===== config.mk =====
export PLATFORM = sky130hd
export DESIGN_NAME = rc_pulse_validator_flat
export DESIGN_NICKNAME = d
export VERILOG_FILES = /design/src/rtl/rc_pulse_validator_if.sv /design/src/rtl/rc_pulse_validator.sv /design/src/flat_wrapper.sv
export SDC_FILE = /design/constraint.sdc
export NUM_CORES = 1
export LEC_CHECK = 0
export BUFFER_PORTS_ARGS = -buffer_cell sky130_fd_sc_hd__buf_2
export CORE_AREA = 5 5 109 111
export CTS_CLUSTER_DIAMETER = 200
export DETAILED_ROUTE_END_ITERATION = 10
export DIE_AREA = 0 0 114 116
export GPL_TIMING_DRIVEN = 0
export MAX_ROUTING_LAYER = met4
export RECOVER_POWER = 100
export SYNTH_ARGS = -nofsm -noshare
export SYNTH_HDL_FRONTEND = slang
export SYNTH_SLANG_ARGS = --single-unit
export TNS_END_PERCENT = 10

===== constraint.sdc =====
create_clock -name i_clk -period 2.95 [get_ports i_clk]
set_input_delay 0.295 -clock i_clk [delete_from_list [all_inputs] [get_ports i_clk]]
set_output_delay 0.295 -clock i_clk [all_outputs]
set_load 0.01 [all_outputs]

===== src/rtl/rc_pulse_validator_if.sv =====
// Frame bus from an RC pulse-width decoder channel to its validator.
// The decoder drives the master side; the validator listens on the slave side.
interface rc_pulse_validator_if;
    logic        pwm_ready;
    logic [15:0] pwm_value;

    modport master (output pwm_ready, output pwm_value);
    modport slave  (input  pwm_ready, input  pwm_value);
endinterface


===== src/rtl/rc_pulse_validator.sv =====
// Validates decoded RC pulse widths: range/error filtering, lock/loss hysteresis, frame timeout failsafe.
// Define RC_PULSE_VALIDATOR_AVG_EN to publish a 4-sample moving average while locked.
module rc_pulse_validator #(
    parameter int clockFreq      = 50_000_000,
    parameter int MIN_US         = 1000,
    parameter int MAX_US         = 2000,
    parameter int LOCK_FRAMES    = 4,
    parameter int LOSS_FRAMES    = 3,
    parameter int TIMEOUT_US     = 50000,
    parameter int FAILSAFE_VALUE = 0
) (
    input  logic                  i_clk,
    input  logic                  i_resetn,
    rc_pulse_validator_if.slave   pwm,
    output logic [15:0]           o_value,
    output logic                  o_update,
    output logic                  o_failsafe,
    output logic [7:0]            o_err_count
);

    localparam int TICK_DIV = (clockFreq / 1_000_000 < 1) ? 1 : clockFreq / 1_000_000;

    typedef enum logic {ST_FAILSAFE, ST_LOCKED} state_t;

    state_t      state;
    logic        prev_ready;
    logic [31:0] div_cnt;
    logic [16:0] to_cnt;
    logic [3:0]  good_cnt;
    logic [3:0]  bad_cnt;

    logic        tick;
    logic        frame_evt;
    logic        sample_good;
    logic        expire;
    logic        to_failsafe;
    logic [15:0] width;
    logic [15:0] sample;

`ifdef RC_PULSE_VALIDATOR_AVG_EN
    logic [15:0] hist0, hist1, hist2, hist3;
    logic        publish;
    logic [17:0] avg_sum;
`endif

    // Bits [14:12] are zero for any in-range width, so using [14:0] keeps out-of-range codes bad.
    always_comb begin
        width       = {1'b0, pwm.pwm_value[14:0]};
        sample_good = !pwm.pwm_value[15] && (width >= 16'(MIN_US)) && (width <= 16'(MAX_US));
        sample      = sample_good ? (width - 16'(MIN_US)) : 16'd0;
        tick        = (div_cnt == 32'(TICK_DIV - 1));
        frame_evt   = pwm.pwm_ready && !prev_ready;
        expire      = tick && (to_cnt == 17'(TIMEOUT_US - 1)) && !frame_evt;
        to_failsafe = (state == ST_LOCKED) &&
                      ((frame_evt && !sample_good && (bad_cnt == 4'(LOSS_FRAMES - 1))) || expire);
`ifdef RC_PULSE_VALIDATOR_AVG_EN
        avg_sum     = 18'(hist0) + 18'(hist1) + 18'(hist2) + 18'(hist3);
`endif
    end

    always_ff @(posedge i_clk or negedge i_resetn) begin
        if (!i_resetn) begin
            prev_ready <= 1'b0;
            div_cnt    <= '0;
            to_cnt     <= '0;
        end else begin
            prev_ready <= pwm.pwm_ready;
            div_cnt    <= tick ? 32'd0 : div_cnt + 32'd1;
            if (frame_evt)
                to_cnt <= '0;
            else if (tick && (to_cnt != 17'(TIMEOUT_US)))
                to_cnt <= to_cnt + 17'd1;
        end
    end

    // Failsafe entry is applied last so it overrides any publish scheduled in the same cycle.
    always_ff @(posedge i_clk or negedge i_resetn) begin
        if (!i_resetn) begin
            state       <= ST_FAILSAFE;
            good_cnt    <= '0;
            bad_cnt     <= '0;
            o_value     <= 16'(FAILSAFE_VALUE);
            o_update    <= 1'b0;
            o_failsafe  <= 1'b1;
            o_err_count <= '0;
`ifdef RC_PULSE_VALIDATOR_AVG_EN
            hist0       <= '0;
            hist1       <= '0;
            hist2       <= '0;
            hist3       <= '0;
            publish     <= 1'b0;
`endif
        end else begin
            o_update <= 1'b0;
`ifdef RC_PULSE_VALIDATOR_AVG_EN
            publish  <= 1'b0;
            if (publish) begin
                o_value    <= avg_sum[17:2];
                o_update   <= 1'b1;
                o_failsafe <= 1'b0;
            end
`endif
            if (frame_evt) begin
                if (!sample_good && (o_err_count != 8'hFF))
                    o_err_count <= o_err_count + 8'd1;
                case (state)
                    ST_FAILSAFE: begin
                        if (!sample_good) begin
                            good_cnt <= '0;
                        end else if (good_cnt == 4'(LOCK_FRAMES - 1)) begin
                            state    <= ST_LOCKED;
                            good_cnt <= '0;
                            bad_cnt  <= '0;
`ifdef RC_PULSE_VALIDATOR_AVG_EN
                            hist0    <= sample;
                            hist1    <= sample;
                            hist2    <= sample;
                            hist3    <= sample;
                            publish  <= 1'b1;
`else
                            o_value    <= sample;
                            o_update   <= 1'b1;
                            o_failsafe <= 1'b0;
`endif
                        end else begin
                            good_cnt <= good_cnt + 4'd1;
                        end
                    end
                    ST_LOCKED: begin
                        if (sample_good) begin
                            bad_cnt <= '0;
`ifdef RC_PULSE_VALIDATOR_AVG_EN
                            hist0   <= sample;
                            hist1   <= hist0;
                            hist2   <= hist1;
                            hist3   <= hist2;
                            publish <= 1'b1;
`else
                            o_value  <= sample;
                            o_update <= 1'b1;
`endif
                        end else begin
                            bad_cnt <= bad_cnt + 4'd1;
                        end
                    end
                    default: state <= ST_FAILSAFE;
                endcase
            end else if (expire && (state == ST_FAILSAFE)) begin
                good_cnt <= '0;
            end

            if (to_failsafe) begin
                state      <= ST_FAILSAFE;
                o_value    <= 16'(FAILSAFE_VALUE);
                o_update   <= 1'b0;
                o_failsafe <= 1'b1;
                good_cnt   <= '0;
                bad_cnt    <= '0;
`ifdef RC_PULSE_VALIDATOR_AVG_EN
                publish    <= 1'b0;
`endif
            end
        end
    end

endmodule

===== src/flat_wrapper.sv =====
// flat-port wrapper written by rule: the top's interface ports become plain ports
module rc_pulse_validator_flat 
#(
    parameter int clockFreq      = 50_000_000,
    parameter int MIN_US         = 1000,
    parameter int MAX_US         = 2000,
    parameter int LOCK_FRAMES    = 4,
    parameter int LOSS_FRAMES    = 3,
    parameter int TIMEOUT_US     = 50000,
    parameter int FAILSAFE_VALUE = 0
)
  (i_clk, i_resetn, o_value, o_update, o_failsafe, o_err_count, pwm_pwm_ready, pwm_pwm_value);
  rc_pulse_validator_if pwm_i ();
  input  logic i_clk;
  input  logic i_resetn;
  output logic [15:0] o_value;
  output logic o_update;
  output logic o_failsafe;
  output logic [7:0] o_err_count;
  input wire logic [$bits(pwm_i.pwm_ready)-1:0] pwm_pwm_ready;
  input wire logic [$bits(pwm_i.pwm_value)-1:0] pwm_pwm_value;
  assign pwm_i.pwm_ready = pwm_pwm_ready;
  assign pwm_i.pwm_value = pwm_pwm_value;
  rc_pulse_validator #(.clockFreq(clockFreq), .MIN_US(MIN_US), .MAX_US(MAX_US), .LOCK_FRAMES(LOCK_FRAMES), .LOSS_FRAMES(LOSS_FRAMES), .TIMEOUT_US(TIMEOUT_US), .FAILSAFE_VALUE(FAILSAFE_VALUE)) u_core (.i_clk(i_clk), .i_resetn(i_resetn), .pwm(pwm_i), .o_value(o_value), .o_update(o_update), .o_failsafe(o_failsafe), .o_err_count(o_err_count));
endmodule

==> results of run 1 <==
## synthesized netlist by cell type (3+ instances only)
cell      count
a21o_1        3
a21oi_1       6
and3_1       12
clkbuf_1      3
dfrtp_1      84
ha_1         10
inv_1        12
mux2_1        5
mux2_2        9
nand2_1      29
nand2b_1      4
nand3_1      22
nand4_1      17
nor2_1       41
nor2b_1       4
nor3_1        7
nor4_1        7
nor4b_1       3
o211ai_1      3
o21ai_0       8
o31ai_1       6
or3_1         5
or4_1        10
xnor2_1      32
xor2_1       22
## what timing repair did
| item | CTS | global route |
|---|---|---|
| setup endpoints to repair | 0 | 5 |
| hold buffers | 1 | 0 |
| hold endpoints to repair | 25 | 0 |
| buffers inserted | 0 | 2 |
## cell type report
class,count,area share (%)
flip-flops and latches,85,44.5
clock inverters,7,1.05
repair buffers,48,4.55
multi-input cells,294,42.2
clock buffers,9,2.59
well taps,140,3.66
plain buffers,6,0.549
inverters,12,0.941
## path summary, 6_finish.rpt
kind / end / slack, ps / depth (start not counted)
min in group asynchronous: u_core.o_value[2]$_DFFE_PN0P_ / 790 / 2
worst min register to register: u_core.div_cnt[31]$_DFF_PN0_ / 480 / 1
worst max register to register: u_core.o_value[15]$_DFFE_PN0P_ / 200 / 7
worst max-delay path: u_core.o_value[15]$_DFFE_PN0P_ / 200 / 7
max in group asynchronous: u_core.to_cnt[9]$_DFFE_PN0P_ / 590 / 3
worst min-delay path: u_core.prev_ready$_DFF_PN0_ / 100 / 1
## cells by family (layout without fill, tap and decap cells)
kind of cell | after synthesis | after routing
mux | 15 | 15
compound gates | 41 | 41
xor+xnor | 54 | 54
flops | 85 | 85
buf+inv | 18 | 82
simple gates | 174 | 174
fa+ha+maj | 10 | 10
## flip-flops by register name, indices dropped and copies added (netlist names)
register,count
u_core.bad_cnt,4
u_core.o_err_count,8
u_core.to_cnt,17
u_core.good_cnt,4
u_core.prev_ready,1
u_core.state,1
u_core.div_cnt,32
u_core.o_value,16
u_core.o_failsafe,1
u_core.o_update,1
## report_power, final
part	switching, mW	internal [mW]
combinational	0.116	0.0758
clock	0.430	0.308
sequential	0.0491	1.20
## routing by layer
metal  track usage (%)  up-vias  share of wire (%)
li1                  -     1535                  -
met1              17.9     1522                 48
met2              21.6       54                 45
met3              2.82       12                5.7
met4              4.20        0                1.3
met5                 -        -                  0
## per-stage QoR
stage | cell area (um^2) | cells | total power, mW
6_report | 4780 | 601 | 2.18
5_1_grt | 4780 | 601 | 2.31
4_1_cts | 4840 | 599 | 2.24
3_5_place_dp | 4660 | 582 | 1.49
3_3_place_gp | 4630 | 581 | 1.48
2_1_floorplan | 4230 | 397 | 1.37
## cell usage in the layout (no fill, tap or decap), types with 10 or more instances in the layout
cell,n
xor2_1,22
nand4_1,17
clkbuf_1,31
nor2_1,41
inv_1,12
xnor2_1,32
or4_1,10
nand2_1,29
and3_1,12
ha_1,10
buf_2,18
nand3_1,22
dfrtp_1,84
==> impl_metrics.py, run 1 <==
metrics = {
    "power": {
        "leakage_nw": 2.18,
        "ir_worst_vdd_v": 0.000238,
        "power-per-cell-area_nw_per_um2": 456,
    },
    "synthesis": {
        "synth_cells": 397,
        "synth-compound-area-share_pct": 7.51,
        "synthesis.area_um2": 4230,
        "synth-seq-cells": 85,
        "ys.flop_type": "dfrtp_1",
        "synth_mux_area_share_pct": 3.96,
        "synth_top_area_share_pct": 49.7,
        "synth_top_family_by_area": "simple AND/OR/NAND/NOR gates",
        "synth_edf_count": 0,
        "synth-seq-area-share_pct": 50.3,
        "ys_types": 54,
        "synth-simple-area-share_pct": 22.2,
        "synth_xor_area_share_pct": 11.2,
        "synth_top_area_cell": "dfrtp_1",
        "syn-num-nets": 426,
        "syn_area_per_cell_um2": 10.7,
        "yosys.area_share.adder_pct": 2.96,
        "yosysWarnings": 0,
        "synth_area_leaders": "dfrtp_1 50%, xnor2_1 6.6%, xor2_1 4.6%, nor2_1 3.6%, ha_1 3.0%",
        "synth-async-reset-ratio_pct": 100,
    },
    "min_path": {
        "worstHoldStart": "pwm_pwm_ready",
        "hold_path.class": "input pin to flop",
    },
    "final_layout": {
        "finalNetCount": 485,
        "n_antenna_cell": 0,
        "fillers": 1061,
        "regArea_um2": 2130,
        "final_util_pct": 44.7,
        "multiInputGateArea_um2": 2020,
        "layout-drive-gt1-share_pct": 11.7,
        "area_growth_pct": 13.1,
    },
    "floorplanning": {
        "die_x_um": 114,
        "dieArea_um2": 13200,
        "core_area_um2": 10700,
        "rows": 38,
        "io_pins": 45,
        "fp.dieH_um": 116,
        "initial_core_util_pct": 39.5,
    },
    "clock_tree": {
        "cts-resized-gates": 0,
        "cts_tree": "done",
        "clkSlewWorstSetupHoldPaths_ps": 80,
        "cts_buffers": 9,
        "cts-htree-levels": 3,
        "clk_latency_ps": 350,
        "cts.path.max_buffers": 2,
        "cts_root_buf": "clkbuf_8",
        "cts.sinks": 85,
    },
    "placement": {
        "port_buffers": 44,
        "dpl.hpwl_um": 6050,
        "preCtsSetupSlack_ps": 105,
        "gp_congestion": 0.828,
    },
    "job": {
        "cap_viol_max_count": 0,
    },
    "sta": {
        "finalClockSkew_ps": 11.6,
        "tightest_slew_ps": 1390,
        "fin_tns_setup_ps": 0,
        "slew_headroom_pct": 7.65,
        "finalSetupViolCount": 0,
        "hold_ws_ps": 99.0,
        "rsz0062_at_grt": "false",
        "slew_violations": 0,
        "hold_viol": 0,
        "postLayoutSetupSlackWorst_ps": 196,
        "period_minus_slack_ps": 2750,
        "min_period_over_period_pct": 93.4,
        "clock.fmax_ghz": 0.363,
    },
    "grt": {
        "grt_pass1_vias": 3144,
        "grt_pass1_wl_um": 14500,
        "grt_usage_pct": 13.7,
        "antenna_found_initial": 0,
        "grt_overflow_total": 0,
        "grt_max_degree": 61,
    },
    "routing": {
        "drcViolationCount": 0,
        "firstDrtPassIters": 4,
        "via_per_inst": 5.20,
        "wl_um": 8340,
        "routedWlPerCell_um": 13.9,
        "ant_nets": 0,
        "dr_total_vias": 3123,
        "first_iter_violations": 180,
    },
    "setup_path": {
        "path_cells": "or4b_1, or3_1, nor4_4, a211o_1, a21boi_4, clkbuf_2, mux2_1",
        "crit_path_max_incr_delay_ps": 560,
        "regToRegStartpoint": "u_core.to_cnt[13]$_DFFE_PN0P_",
        "crit_path_end_kind": "flop",
        "critPathArrivalTime_ps": 2990,
        "start_kind": "flop",
        "cpMaxStageDelayCell": "or4b_1",
        "worst-path-max-fanout": 10,
        "required_ps": 3180,
        "setup.worst_path.class": "flop to flop",
        "cp-startpoint": "u_core.to_cnt[13]$_DFFE_PN0P_",
        "path_delay_family": "simple AND/OR/NAND/NOR gates",
        "cp_num_buf_inv": 1,
    },
    "outcome": {
        "status": "complete, no violations",
    },
}
Note: power is estimated with default switching activity, not from simulation.
==> inputs of run 2 (changes only) <==
==> constraint.sdc (replaced) <==
create_clock -name i_clk -period 2.95 [get_ports i_clk]
set_input_delay 0.295 -clock i_clk [delete_from_list [all_inputs] [get_ports i_clk]]
set_output_delay 0.295 -clock i_clk [all_outputs]
set_load 0.02 [all_outputs]
==> run 2 against run 1 <==
Compared with the run above:
- fmax hardly changed
- via count barely moved
- global-route usage is the same
- largest cell class unchanged
- highest routed layer unchanged
==> impl_metrics.py, run 2 (synthesis results as in run 1) <==
metrics = {
    "setup_path": {
        "start_kind": "flop",
        "crit_path_end_kind": "flop",
        "setup.worst_path.class": "flop to flop",
        "cp_num_buf_inv": 1,
        "required_ps": 3180,
        "path_delay_family": "simple AND/OR/NAND/NOR gates",
        "cpMaxStageDelayCell": "or4b_1",
        "path_cells": "or4b_1, or3_1, nor4_4, a211o_1, a21boi_4, clkbuf_2, mux2_1",
        "worst-path-max-fanout": 10,
        "critPathArrivalTime_ps": 2990,
        "crit_path_max_incr_delay_ps": 560,
    },
    "grt": {
        "grt_pass1_wl_um": 14500,
        "grt_usage_pct": 13.7,
        "grt_pass1_vias": 3144,
        "grt_max_degree": 61,
        "grt_overflow_total": 0,
        "antenna_found_initial": 0,
    },
    "routing": {
        "via_per_inst": 5.20,
        "wl_um": 8340,
        "drcViolationCount": 0,
        "routedWlPerCell_um": 13.9,
        "dr_total_vias": 3124,
        "first_iter_violations": 183,
        "ant_nets": 0,
        "firstDrtPassIters": 4,
    },
    "final_layout": {
        "final_util_pct": 44.7,
        "area_growth_pct": 13.1,
        "finalNonFillerCells": 601,
        "final_common_cell": "dfrtp_1",
        "finalNetCount": 485,
        "n_antenna_cell": 0,
        "regMostFlops": "u_core.div_cnt",
        "largest_reg_flops": 32,
        "final_cell_mix": "84 x dfrtp_1, 41 x nor2_1, 32 x xnor2_1, 32 x clkbuf_1, 29 x nand2_1",
        "reg.largest.list": "u_core.div_cnt (32), u_core.to_cnt (17), u_core.o_value (16)",
        "final_cell_area_um2": 4780,
        "layout-drive-gt1-share_pct": 11.7,
    },
    "placement": {
        "preCtsSetupSlack_ps": 105,
        "place_area_um2": 4660,
        "gp_congestion": 0.828,
        "port_buffers": 44,
        "dp.cells": 582,
        "dpl.hpwl_um": 6050,
    },
    "power": {
        "swShare_pct": 28.3,
        "ir_worst_vdd_v": 0.000238,
        "combPwrFrac_pct": 10.0,
        "power_frac_clock_pct": 33.4,
        "leakage_nw": 2.18,
        "power_frac_seq_pct": 56.6,
        "p_switching_mw": 0.625,
        "intPower_mw": 1.59,
        "power-per-cell-area_nw_per_um2": 463,
        "power_mw": 2.21,
    },
    "sta": {
        "min_period_over_period_pct": 93.4,
        "finalSetupViolCount": 0,
        "fin_tns_setup_ps": 0,
        "hold_viol": 0,
        "slew_headroom_pct": 7.65,
        "finalClockSkew_ps": 11.6,
        "clock.fmax_ghz": 0.363,
        "period_minus_slack_ps": 2750,
        "slew_violations": 0,
        "rsz0062_at_grt": "false",
        "hold_ws_ps": 99.0,
        "postLayoutSetupSlackWorst_ps": 196,
        "tightest_slew_ps": 1390,
    },
    "floorplanning": {
        "io_pins": 45,
        "dieArea_um2": 13200,
        "die_x_um": 114,
        "fp.dieH_um": 116,
        "rows": 38,
        "initial_core_util_pct": 39.5,
        "core_area_um2": 10700,
    },
    "clock_tree": {
        "cts.path.max_buffers": 2,
        "cts_buffers": 9,
        "cts_tree": "done",
        "cts_root_buf": "clkbuf_8",
        "clk_latency_ps": 350,
        "cts.sinks": 85,
        "clkSlewWorstSetupHoldPaths_ps": 80,
        "cts-htree-levels": 3,
        "cts-resized-gates": 0,
    },
    "min_path": {
        "hold_path.class": "input pin to flop",
    },
    "job": {
        "cap_viol_max_count": 0,
    },
    "outcome": {
        "status": "complete, no violations",
    },
}
[run 2: cell types whose count changed in the layout (fill, tap and decap cells not counted), sizes merged]
cell / before / now
buf: 19 / 18
clkbuf: 43 / 44
[run 2: path summary, 6_finish.rpt]
check	start	endpoint	slack [ps]	depth (start not counted)
min in group asynchronous	i_resetn	u_core.o_value[2]$_DFFE_PN0P_	790	2
max in group asynchronous	i_resetn	u_core.to_cnt[9]$_DFFE_PN0P_	590	3
worst max register to register	u_core.to_cnt[13]$_DFFE_PN0P_	u_core.o_value[15]$_DFFE_PN0P_	200	7
worst min register to register	u_core.div_cnt[31]$_DFF_PN0_	u_core.div_cnt[31]$_DFF_PN0_	480	1
worst min-delay path	pwm_pwm_ready	u_core.prev_ready$_DFF_PN0_	100	1
worst max-delay path	u_core.to_cnt[13]$_DFFE_PN0P_	u_core.o_value[15]$_DFFE_PN0P_	200	7
[run 2: cell type report]
| cell class | count | area (um^2) |
|---|---|---|
| fill | 1062 | 5910 |
| sequential | 85 | 2130 |
| multi-input combinational | 294 | 2020 |
| timing repair buffer | 48 | 216 |
| tap | 140 | 175 |
| clock buffer | 9 | 124 |
| clock inverter | 7 | 50.0 |
| inverter | 12 | 45.0 |
| buffer | 6 | 26.3 |
[run 2: timing repair]
item                                   in CTS  in global routing
hold buffers                                1                  0
endpoints found under the hold margin      25                  0
setup endpoints to repair                   0                  5
buffers inserted                            0                  2
[run 2: power by group through the flow]
stage	logic (mW)	registers, mW	clock network [mW]
final	0.222	1.25	0.739
after global placement	0.233	1.27	0
after global routing	0.249	1.26	0.823
after CTS	0.245	1.25	0.774
after detailed placement	0.242	1.28	0
after floorplan	0.0854	1.32	0
[run 2: per-layer routing]
| layer | global-route usage [%] | routed length (um) | vias to the layer above |
|---|---|---|---|
| li1 | - | - | 1536 |
| met1 | 17.9 | 3990 | 1522 |
| met2 | 21.6 | 3770 | 54 |
| met3 | 2.82 | 477 | 12 |
| met4 | 4.20 | 106 | 0 |
| met5 | - | 0 | - |
